File: src/rtl/mul_pkg.sv
// mul_pkg -- shared types and constants for the mul_ctrl slice.
//   OP_W / RES_W  : operand and product widths
//   TIMEOUT_DEF   : default watchdog limit in RUN cycles
//   state_t       : controller states IDLE, CLEAR, RUN, RESP
package mul_pkg;

  localparam int          OP_W        = 64;
  localparam int          RES_W       = 128;
  localparam int unsigned TIMEOUT_DEF = 80;

  typedef enum logic [1:0] {
    IDLE  = 2'd0,
    CLEAR = 2'd1,
    RUN   = 2'd2,
    RESP  = 2'd3
  } state_t;

  // True when the controller can take a new operand pair.
  function automatic logic is_idle(input state_t s);
    return (s == IDLE);
  endfunction

endpackage

File: src/rtl/mul_watchdog.sv
// mul_watchdog -- counts consecutive RUN cycles and flags the one in which
// the limit is reached.
//   clk, reset_n : clock, asynchronous active-low reset
//   run          : controller is in RUN this cycle
//   expired      : this is RUN cycle number TIMEOUT
module mul_watchdog
  import mul_pkg::*;
#(
  parameter int unsigned TIMEOUT = TIMEOUT_DEF
) (
  input  logic clk,
  input  logic reset_n,
  input  logic run,
  output logic expired
);

  localparam int unsigned   CW    = (TIMEOUT > 1) ? $clog2(TIMEOUT + 1) : 1;
  localparam logic [CW-1:0] LIMIT = CW'(TIMEOUT - 1);
  localparam logic [CW-1:0] ONE   = CW'(1);

  logic [CW-1:0] count;

  // RUN-cycle counter; restarts from zero whenever RUN is left.
  always_ff @(posedge clk or negedge reset_n) begin
    if (!reset_n) begin
      count <= '0;
    end else if (!run) begin
      count <= '0;
    end else if (count != LIMIT) begin
      count <= count + ONE;
    end else begin
      count <= count;
    end
  end

  assign expired = run && (count == LIMIT);

endmodule

File: src/rtl/mul_ctrl.sv
// mul_ctrl -- sequences one signed 64x64 multiply on an external Booth
// multiplier: accept operands, clear, run until done, hold the product.
//   clk, reset_n                     : clock, asynchronous active-low reset
//   in_valid/in_ready/in_a/in_b      : operand handshake (in_ready only in IDLE)
//   out_valid/out_ready/out_result   : product handshake, held until taken
//   out_err                          : result produced by watchdog timeout
//   busy                             : state is not IDLE
//   mul_multiplicand/mul_multiplier  : operand registers to the multiplier
//   mul_op_start/mul_op_clear        : multiplier controls
//   mul_op_done/mul_result           : multiplier status and product
// Optional feature: define MUL_CTRL_TIMEOUT_EN to add the RUN watchdog
// (mul_watchdog, limit TIMEOUT); otherwise RUN waits indefinitely and
// out_err stays 0.
// All outputs are flops loaded from the next-state decode.
module mul_ctrl
  import mul_pkg::*;
#(
  parameter int unsigned TIMEOUT = TIMEOUT_DEF
) (
  input  logic             clk,
  input  logic             reset_n,
  input  logic             in_valid,
  output logic             in_ready,
  input  logic [OP_W-1:0]  in_a,
  input  logic [OP_W-1:0]  in_b,
  output logic             out_valid,
  input  logic             out_ready,
  output logic [RES_W-1:0] out_result,
  output logic             out_err,
  output logic             busy,
  output logic [OP_W-1:0]  mul_multiplicand,
  output logic [OP_W-1:0]  mul_multiplier,
  output logic             mul_op_start,
  output logic             mul_op_clear,
  input  logic             mul_op_done,
  input  logic [RES_W-1:0] mul_result
);

  state_t           state;
  state_t           state_next;
  logic             accept;
  logic             timeout;
  logic [RES_W-1:0] result_next;
  logic             err_next;

`ifdef MUL_CTRL_TIMEOUT_EN
  mul_watchdog #(
    .TIMEOUT (TIMEOUT)
  ) u_watchdog (
    .clk     (clk),
    .reset_n (reset_n),
    .run     (state == RUN),
    .expired (timeout)
  );
`else
  assign timeout = 1'b0;
`endif

  // State register.
  always_ff @(posedge clk or negedge reset_n) begin
    if (!reset_n) begin
      state <= IDLE;
    end else begin
      state <= state_next;
    end
  end

  // Next state, operand capture strobe and next product/error value.
  always_comb begin
    state_next  = state;
    accept      = 1'b0;
    result_next = out_result;
    err_next    = out_err;
    case (state)
      IDLE: begin
        if (in_valid) begin
          accept     = 1'b1;
          state_next = CLEAR;
        end else begin
          state_next = IDLE;
        end
      end
      CLEAR: begin
        state_next = RUN;
      end
      RUN: begin
        // done wins over a timeout landing in the same cycle
        if (mul_op_done) begin
          state_next  = RESP;
          result_next = mul_result;
          err_next    = 1'b0;
        end else if (timeout) begin
          state_next  = RESP;
          result_next = '0;
          err_next    = 1'b1;
        end else begin
          state_next = RUN;
        end
      end
      RESP: begin
        if (out_ready) begin
          state_next = IDLE;
        end else begin
          state_next = RESP;
        end
      end
      default: begin
        state_next = IDLE;
      end
    endcase
  end

  // Handshake and multiplier control outputs, registered from the next state.
  always_ff @(posedge clk or negedge reset_n) begin
    if (!reset_n) begin
      in_ready     <= 1'b1;
      out_valid    <= 1'b0;
      busy         <= 1'b0;
      mul_op_clear <= 1'b0;
      mul_op_start <= 1'b0;
    end else begin
      in_ready     <= is_idle(state_next);
      out_valid    <= (state_next == RESP);
      busy         <= !is_idle(state_next);
      mul_op_clear <= (state_next == CLEAR);
      mul_op_start <= (state_next == RUN);
    end
  end

  // Operand registers: loaded on accept, stable through CLEAR, RUN and RESP.
  always_ff @(posedge clk or negedge reset_n) begin
    if (!reset_n) begin
      mul_multiplicand <= '0;
      mul_multiplier   <= '0;
    end else if (accept) begin
      mul_multiplicand <= in_a;
      mul_multiplier   <= in_b;
    end else begin
      mul_multiplicand <= mul_multiplicand;
      mul_multiplier   <= mul_multiplier;
    end
  end

  // Product and error flag; only RUN ever changes them.
  always_ff @(posedge clk or negedge reset_n) begin
    if (!reset_n) begin
      out_result <= '0;
      out_err    <= 1'b0;
    end else begin
      out_result <= result_next;
      out_err    <= err_next;
    end
  end

endmodule
File: config.mk
export PLATFORM = sky130hd
export DESIGN_NAME = mul_ctrl
export DESIGN_NICKNAME = d
export VERILOG_FILES = /design/src/rtl/mul_pkg.sv /design/src/rtl/mul_watchdog.sv /design/src/rtl/mul_ctrl.sv
export SDC_FILE = /design/constraint.sdc
export NUM_CORES = 1
export LEC_CHECK = 0
export CORE_AREA = 2 2 203 205
export CTS_BUF_LIST = sky130_fd_sc_hd__clkbuf_4 sky130_fd_sc_hd__clkbuf_8
export DETAILED_ROUTE_END_ITERATION = 10
export DIE_AREA = 0 0 205 207
export PLACE_DENSITY = 0.57
export SLEW_MARGIN = 20
export SYNTH_ARGS = -nofsm -noshare
export SYNTH_HDL_FRONTEND = slang
export SYNTH_SLANG_ARGS = --single-unit
File: constraint.sdc
create_clock -name clk -period 1.5 [get_ports clk]
set_input_delay 0.3 -clock clk [delete_from_list [all_inputs] [get_ports clk]]
set_output_delay 0.3 -clock clk [all_outputs]
set_load 0.05 [all_outputs]
==> results of run 1 <==
## power by group through the flow
stage                     Clock [mW]  Sequential, mW  Combinational, mW
after floorplan                    0            25.3               6.28
after global placement             0            14.9               36.4
after detailed placement           0            14.9               36.6
after CTS                       7.47            14.9               38.0
after global routing            7.81            15.3               40.5
final                           7.17            14.8               39.3
## cell families (layout without fill, tap and decap cells)
logic type             Yosys count  after routing  share of synthesized area (%)
AOI/OAI and AO/OA                5              5                         0.3627
buffers and inverters           31            741                          3.057
and+or+nand+nor                  7              7                         0.5800
muxes                          258            258                          32.39
DFF                            263            263                          63.58
other                            1              1                        0.03622
## what timing repair did
item                                    4_1_cts  5_1_grt
endpoints found under the hold margin       262        0
resized for setup                            52       49
buffers inserted                             25       61
hold buffers                                  1        0
pin swaps                                     1        1
cloned                                        5        8
endpoints found under the setup margin      440      495
## worst reg2reg max path, delay by kind of cell, from the launching register on
family | cells | cell delay [ns]
simple gates | 1 | 0.22
flops | 1 | 0.44
buf+inv | 4 | 0.56
mux | 1 | 0.29
## layout make-up
cell class              count  area, sq um
fillers                  3325        19030
clock inverters             5        27.53
flip-flops and latches    263         6588
clock buffers              80        994.7
repair buffers            656         9373
well taps                 532        665.6
multi-input cells         271         3686
## layout by cell type, fill, tap and decap left out, types with 2 or more instances in the layout
cell               n
clkbuf_4          17
mux2_2            76
dfrtp_2            4
clkbuf_16          6
dfrtp_1          258
mux2i_1            2
buf_4             89
buf_8              6
buf_12           277
clkdlybuf4s50_1  259
buf_6             11
mux2_4           180
clkinv_2           4
nand2b_1           3
buf_16             7
clkbuf_8          63
## sequential cells by signal (all words and copies together), names as in the netlist
signal / cells
mul_op_clear: 1
busy: 1
out_result: 128
mul_op_start: 1
mul_multiplier: 64
in_ready: 1
mul_multiplicand: 64
out_valid: 1
state: 2
## worst paths after layout
kind,endpoint,cells past startpoint
max in group asynchronous,mul_multiplier[58],3
max,mul_multiplier[56],6
min reg2reg,mul_multiplier[50],1
max reg2reg,mul_multiplier[56],6
min in group clk,out_result[34],2
min,out_result[21],2
## per-layer routing
layer	up-vias	track usage [%]	share of wire [%]
li1	3344	-	-
met1	3686	17.63	37
met2	358	26.22	49
met3	52	7.458	11
met4	2	5.582	2.2
met5	-	0	0.029
## metrics by stage
| step | area (sq um) | total power, mW | setup slack [ns] | std cells |
|---|---|---|---|---|
| 2_1_floorplan | 10350 | 31.56 | 0.08700 | 565 |
| 3_3_place_gp | 19000 | 51.23 | -0.4446 | 1627 |
| 3_5_place_dp | 19000 | 51.52 | -0.4523 | 1627 |
| 4_1_cts | 20610 | 60.31 | -0.1363 | 1743 |
| 5_1_grt | 21330 | 63.64 | -0.1721 | 1807 |
| 6_report | 21330 | 61.31 | -0.1230 | 1807 |
==> metrics.md, run 1 <==
| Metric | Value |
|---|---|
| FMAX | `616.1 MHz` |
| First-pass GRT wire length | `51030 microns` |
| Max IR drop VDD | `1.802 mV` |
| Final hold slack | `0.1874 ns` |
| Yosys reg bits | `263` |
| Final hold vios | `0` |
| Mean Syn Cell Area | `18.33 sq um` |
| Setup_tns | `-13.14 ns` |
| Crit path top cell by count | `buf_6` |
| Sequential fraction of the synthesis area | `63.58%` |
| Final min period | `1.623 ns` |
| Detail Placement HPWL | `25270 microns` |
| Worst Path Arrival | `2.08 ns` |
| Max Cap Viol | `0` |
| Gpl congestion | `0.7420` |
| Antenna violations before repair | `1` |
| Cell Int Power | `36.18 mW` |
| Fin. max-slew vios | `0` |
| TritonRoute pass-1 iters | `4` |
| Top cell type's share of synthesized area | `63.32%` |
| PwrDens | `2874 nW/um^2` |
| Layout cell share with drive strength beyond 1 | `58.35%` |
| WS Path Type | `flop to flop` |
| Clock network fraction of total power | `11.7%` |
| H-tree depth | `2` |
| Switching share of total power | `40.98%` |
| Crit share post-route | `108.2%` |
| Yosys Warn Count | `0` |
| Leak pwr | `9.814 nW` |
| Vias per cell | `4.118` |
| CTS tree | `done` |
| Cells after Synth | `565` |
| Grt ovf | `0` |
| Die extent in y | `207 microns` |
| DRC Markers | `0` |
| Clk Latency, worst-skew pair | `0.58 ns` |
| Net count after synthesis | `826` |
| Final setup viols | `181` |
| Total Routing Usage GR | `15.79%` |
| Synth top area cells | `dfrtp_1 (63%), mux2_4 (17%), mux2_2 (15%)` |
| Port Buf Inserts | `521` |
| R2R Setup Slk | `-0.12 ns` |
| Run status | `finished, violations left` |
| CTS buffer count | `47` |
| Most common cell in the synthesized netlist | `dfrtp_1` |
| Crit path cell chain | `nor3b_4 -> buf_6 -> buf_6 -> buf_12 -> clkbuf_16 -> mux2_4` |
| Clock transition at path regs | `0.06 ns` |
| Nets@finish | `1500` |
| Root buffer cell | `clkbuf_8` |
| Remaining antenna violation count | `0` |
| Crit. End Element | `flop` |
| Setup Skew | `0.01717 ns` |
| Clk buf depth | `3` |
| Starting DRT DRC Count | `175` |
| Ports | `523` |
| Final core utilization | `52.85%` |
| RSZ-0062 raised after global routing | `true` |
| Largest net degree at the start of global routing | `50` |
| Flop pwr share | `24.2%` |
| CP max FO | `5` |
| Core ar. | `40370 sq um` |
| Synth async-reset ratio | `100.0%` |
| Critical path buffer and inverter count | `4` |
| Hold crit path type | `input port to asynchronous set/reset pin` |
| Synth-to-layout area growth | `106.1%` |
| Post-synth top cells | `dfrtp_1 (262), mux2_2 (136), mux2_4 (120)` |
| Gate power share | `64.1%` |
| # clock sinks | `263` |
| Violated checks | `negative setup slack` |
| # diodes | `0` |
| FP Rows | `74` |
| Final WL | `35090 microns` |
| Routed WL per cell | `19.42 microns` |
| Vias in the first global route | `8267` |
| Initial Utilization | `25.65%` |
| CP startpoint | `state[0]` |
| Final setup margin | `-0.1230 ns` |
| P_sw | `25.13 mW` |
| Number of synthesized flops with an enable pin | `0` |
| Dominant cell type by area after synthesis | `dfrtp_1` |
| DIE AREA | `42440 sq um` |
| Critical Path Source Type | `flop` |
| Critical path required time | `1.96 ns` |
| CP max stage delay | `0.44 ns` |
| Post-synthesis cell area | `10350 sq um` |
| Highest-delay cell along the critical path | `dfrtp_2` |
| Die X | `205 microns` |
| Vias | `7442` |
| R2r startpoint | `state[0]` |
| Distinct cells, synth | `19` |
| Crit-path leading delay family | `buffers and inverters` |
| Prevailing post-synth register cell | `dfrtp_1` |
No activity file was read; power rests on OpenSTA's default activity.
==> run 2: changes to the inputs <==
PLACE_DENSITY = 0.6   (was 0.57)
==> metrics.md, run 2 (same netlist as run 1, synthesis figures left out) <==
| Metric | Value |
|---|---|
| Run status | `finished, violations left` |
| Violated checks | `negative setup slack` |
| Gpl congestion | `0.7514` |
| Vias per cell | `4.129` |
| Clock transition at path regs | `0.06 ns` |
| Final WL | `37100 microns` |
| Setup_tns | `-16.50 ns` |
| Crit share post-route | `108.6%` |
| Clk Latency, worst-skew pair | `0.58 ns` |
| Hold crit path type | `input port to asynchronous set/reset pin` |
| Leak pwr | `9.955 nW` |
| Largest regs | `out_result: 128 flops, mul_multiplicand: 64 flops, mul_multiplier: 64 flops` |
| Worst R2R End | `mul_multiplier[55]` |
| Ports | `523` |
| Worst Path Arrival | `2.09 ns` |
| CTS tree | `done` |
| Max Cap Viol | `0` |
| CTS buffer count | `48` |
| Highest-delay cell along the critical path | `dfrtp_2` |
| Final hold vios | `0` |
| Total Routing Usage GR | `16.28%` |
| Crit path cell chain | `nor3b_4 -> buf_6 -> clkbuf_16 -> clkbuf_16 -> mux2_2` |
| Final setup viols | `251` |
| Critical path buffer and inverter count | `3` |
| Die extent in y | `207 microns` |
| Fin. max-slew vios | `0` |
| FMAX | `613.9 MHz` |
| Crit-path leading delay family | `buffers and inverters` |
| Fin cells | `1818` |
| Worst slack, placed | `-0.4457 ns` |
| Port Buf Inserts | `521` |
| Largest net degree at the start of global routing | `48` |
| Crit. End Element | `flop` |
| Largest Register | `out_result` |
| Starting DRT DRC Count | `163` |
| Largest register FFs | `128` |
| Total Power | `62.17 mW` |
| FP Rows | `74` |
| R2R depth | `5` |
| Nets@finish | `1515` |
| Remaining antenna violation count | `0` |
| Commonest non-fill, non-tap cell in the layout | `buf_12` |
| DIE AREA | `42440 sq um` |
| PwrDens | `2880 nW/um^2` |
| Antenna violations before repair | `1` |
| Commonest cells after routing, fill and taps aside | `buf_12 (279), clkdlybuf4s50_1 (259), dfrtp_1 (251)` |
| Max IR drop VDD | `1.926 mV` |
| Critical path required time | `1.96 ns` |
| Vias | `7506` |
| Detail Placement HPWL | `26360 microns` |
| RSZ-0062 raised after global routing | `true` |
| Layout cell share with drive strength beyond 1 | `59.22%` |
| CP max FO | `5` |
| H-tree depth | `2` |
| Final setup margin | `-0.1291 ns` |
| Core ar. | `40370 sq um` |
| Placed cell area | `19090 sq um` |
| DP Cell Count | `1629` |
| TritonRoute pass-1 iters | `4` |
| Clk buf depth | `3` |
| Filler instances | `3229` |
| CP max stage delay | `0.46 ns` |
| Initial Utilization | `25.65%` |
| Crit path top cell by count | `clkbuf_16` |
| Vias in the first global route | `8345` |
| First-pass GRT wire length | `52100 microns` |
| R2r startpoint | `state[1]` |
| Grt ovf | `0` |
| Final instance area | `21580 sq um` |
| WS Path Type | `flop to flop` |
| Final min period | `1.629 ns` |
| # clock sinks | `263` |
| Setup Skew | `0.01083 ns` |
| Routed WL per cell | `20.41 microns` |
| Synth-to-layout area growth | `108.5%` |
| Critical Path Source Type | `flop` |
| R2R Setup Slk | `-0.13 ns` |
| DRC Markers | `0` |
| Root buffer cell | `clkbuf_8` |
| Die X | `205 microns` |
## run 2: how the worst max path moves through the flow
stage | to | depth (start not counted) | startpoint
finish | mul_multiplier[55] | 5 | state[1]
floorplan | out_result[107] | 5 | state[0]
CTS | in_ready | 1 | in_ready
detailed placement | mul_multiplicand[28] | 5 | in_valid
global route | mul_multiplier[41] | 5 | state[1]
global placement | mul_multiplier[32] | 5 | in_valid
## run 2: power breakdown
part	internal [mW]	switching, mW
clock network	4.22	3.03
registers	10.8	4.18
logic	21.7	18.2
total	36.7	25.4
## run 2: timing repair
action	in CTS	in global routing
setup buffers	34	58
pin swaps	0	1
gates cloned	2	13
resized for setup	61	62
hold buffers	1	0
endpoints found under the hold margin	171	0
endpoints found under the setup margin	508	510
## run 2: layer usage
| layer | global-route usage, % | routed length, microns | vias up |
|---|---|---|---|
| met5 | 0 | 0 | - |
| met4 | 6.822 | 1118 | 0 |
| met3 | 6.923 | 3887 | 61 |
| met2 | 27.84 | 18560 | 372 |
| met1 | 17.54 | 13540 | 3711 |
| li1 | - | - | 3362 |
## run 2: area by class of cell
type,instances,area [sq um],area share (%)
Multi-Input combinational cell,271,3791,17.56
Tap cell,532,665.6,3.084
Timing Repair Buffer,670,9530,44.15
Clock inverter,4,70.07,0.3246
Sequential cell,263,6596,30.56
Clock buffer,77,928.4,4.301
Antenna cell,1,2.502,0.01159
## run 2: metrics by stage
| step | hold WS [ns] | utilization, % |
|---|---|---|
| after global routing | 0.2029 | 53.47 |
| after floorplan | 0.004409 | - |
| final | 0.2262 | 53.47 |
| after detailed placement | 0.2594 | 47.30 |
| after CTS | 0.1853 | 51.06 |
| after global placement | 0.2580 | 47.30 |
==> run 3: changes to the inputs <==
CAP_MARGIN = 20   (was default)
==> results of run 3 <==
The final DEF is identical to that of run 2; final timing and power are the same.
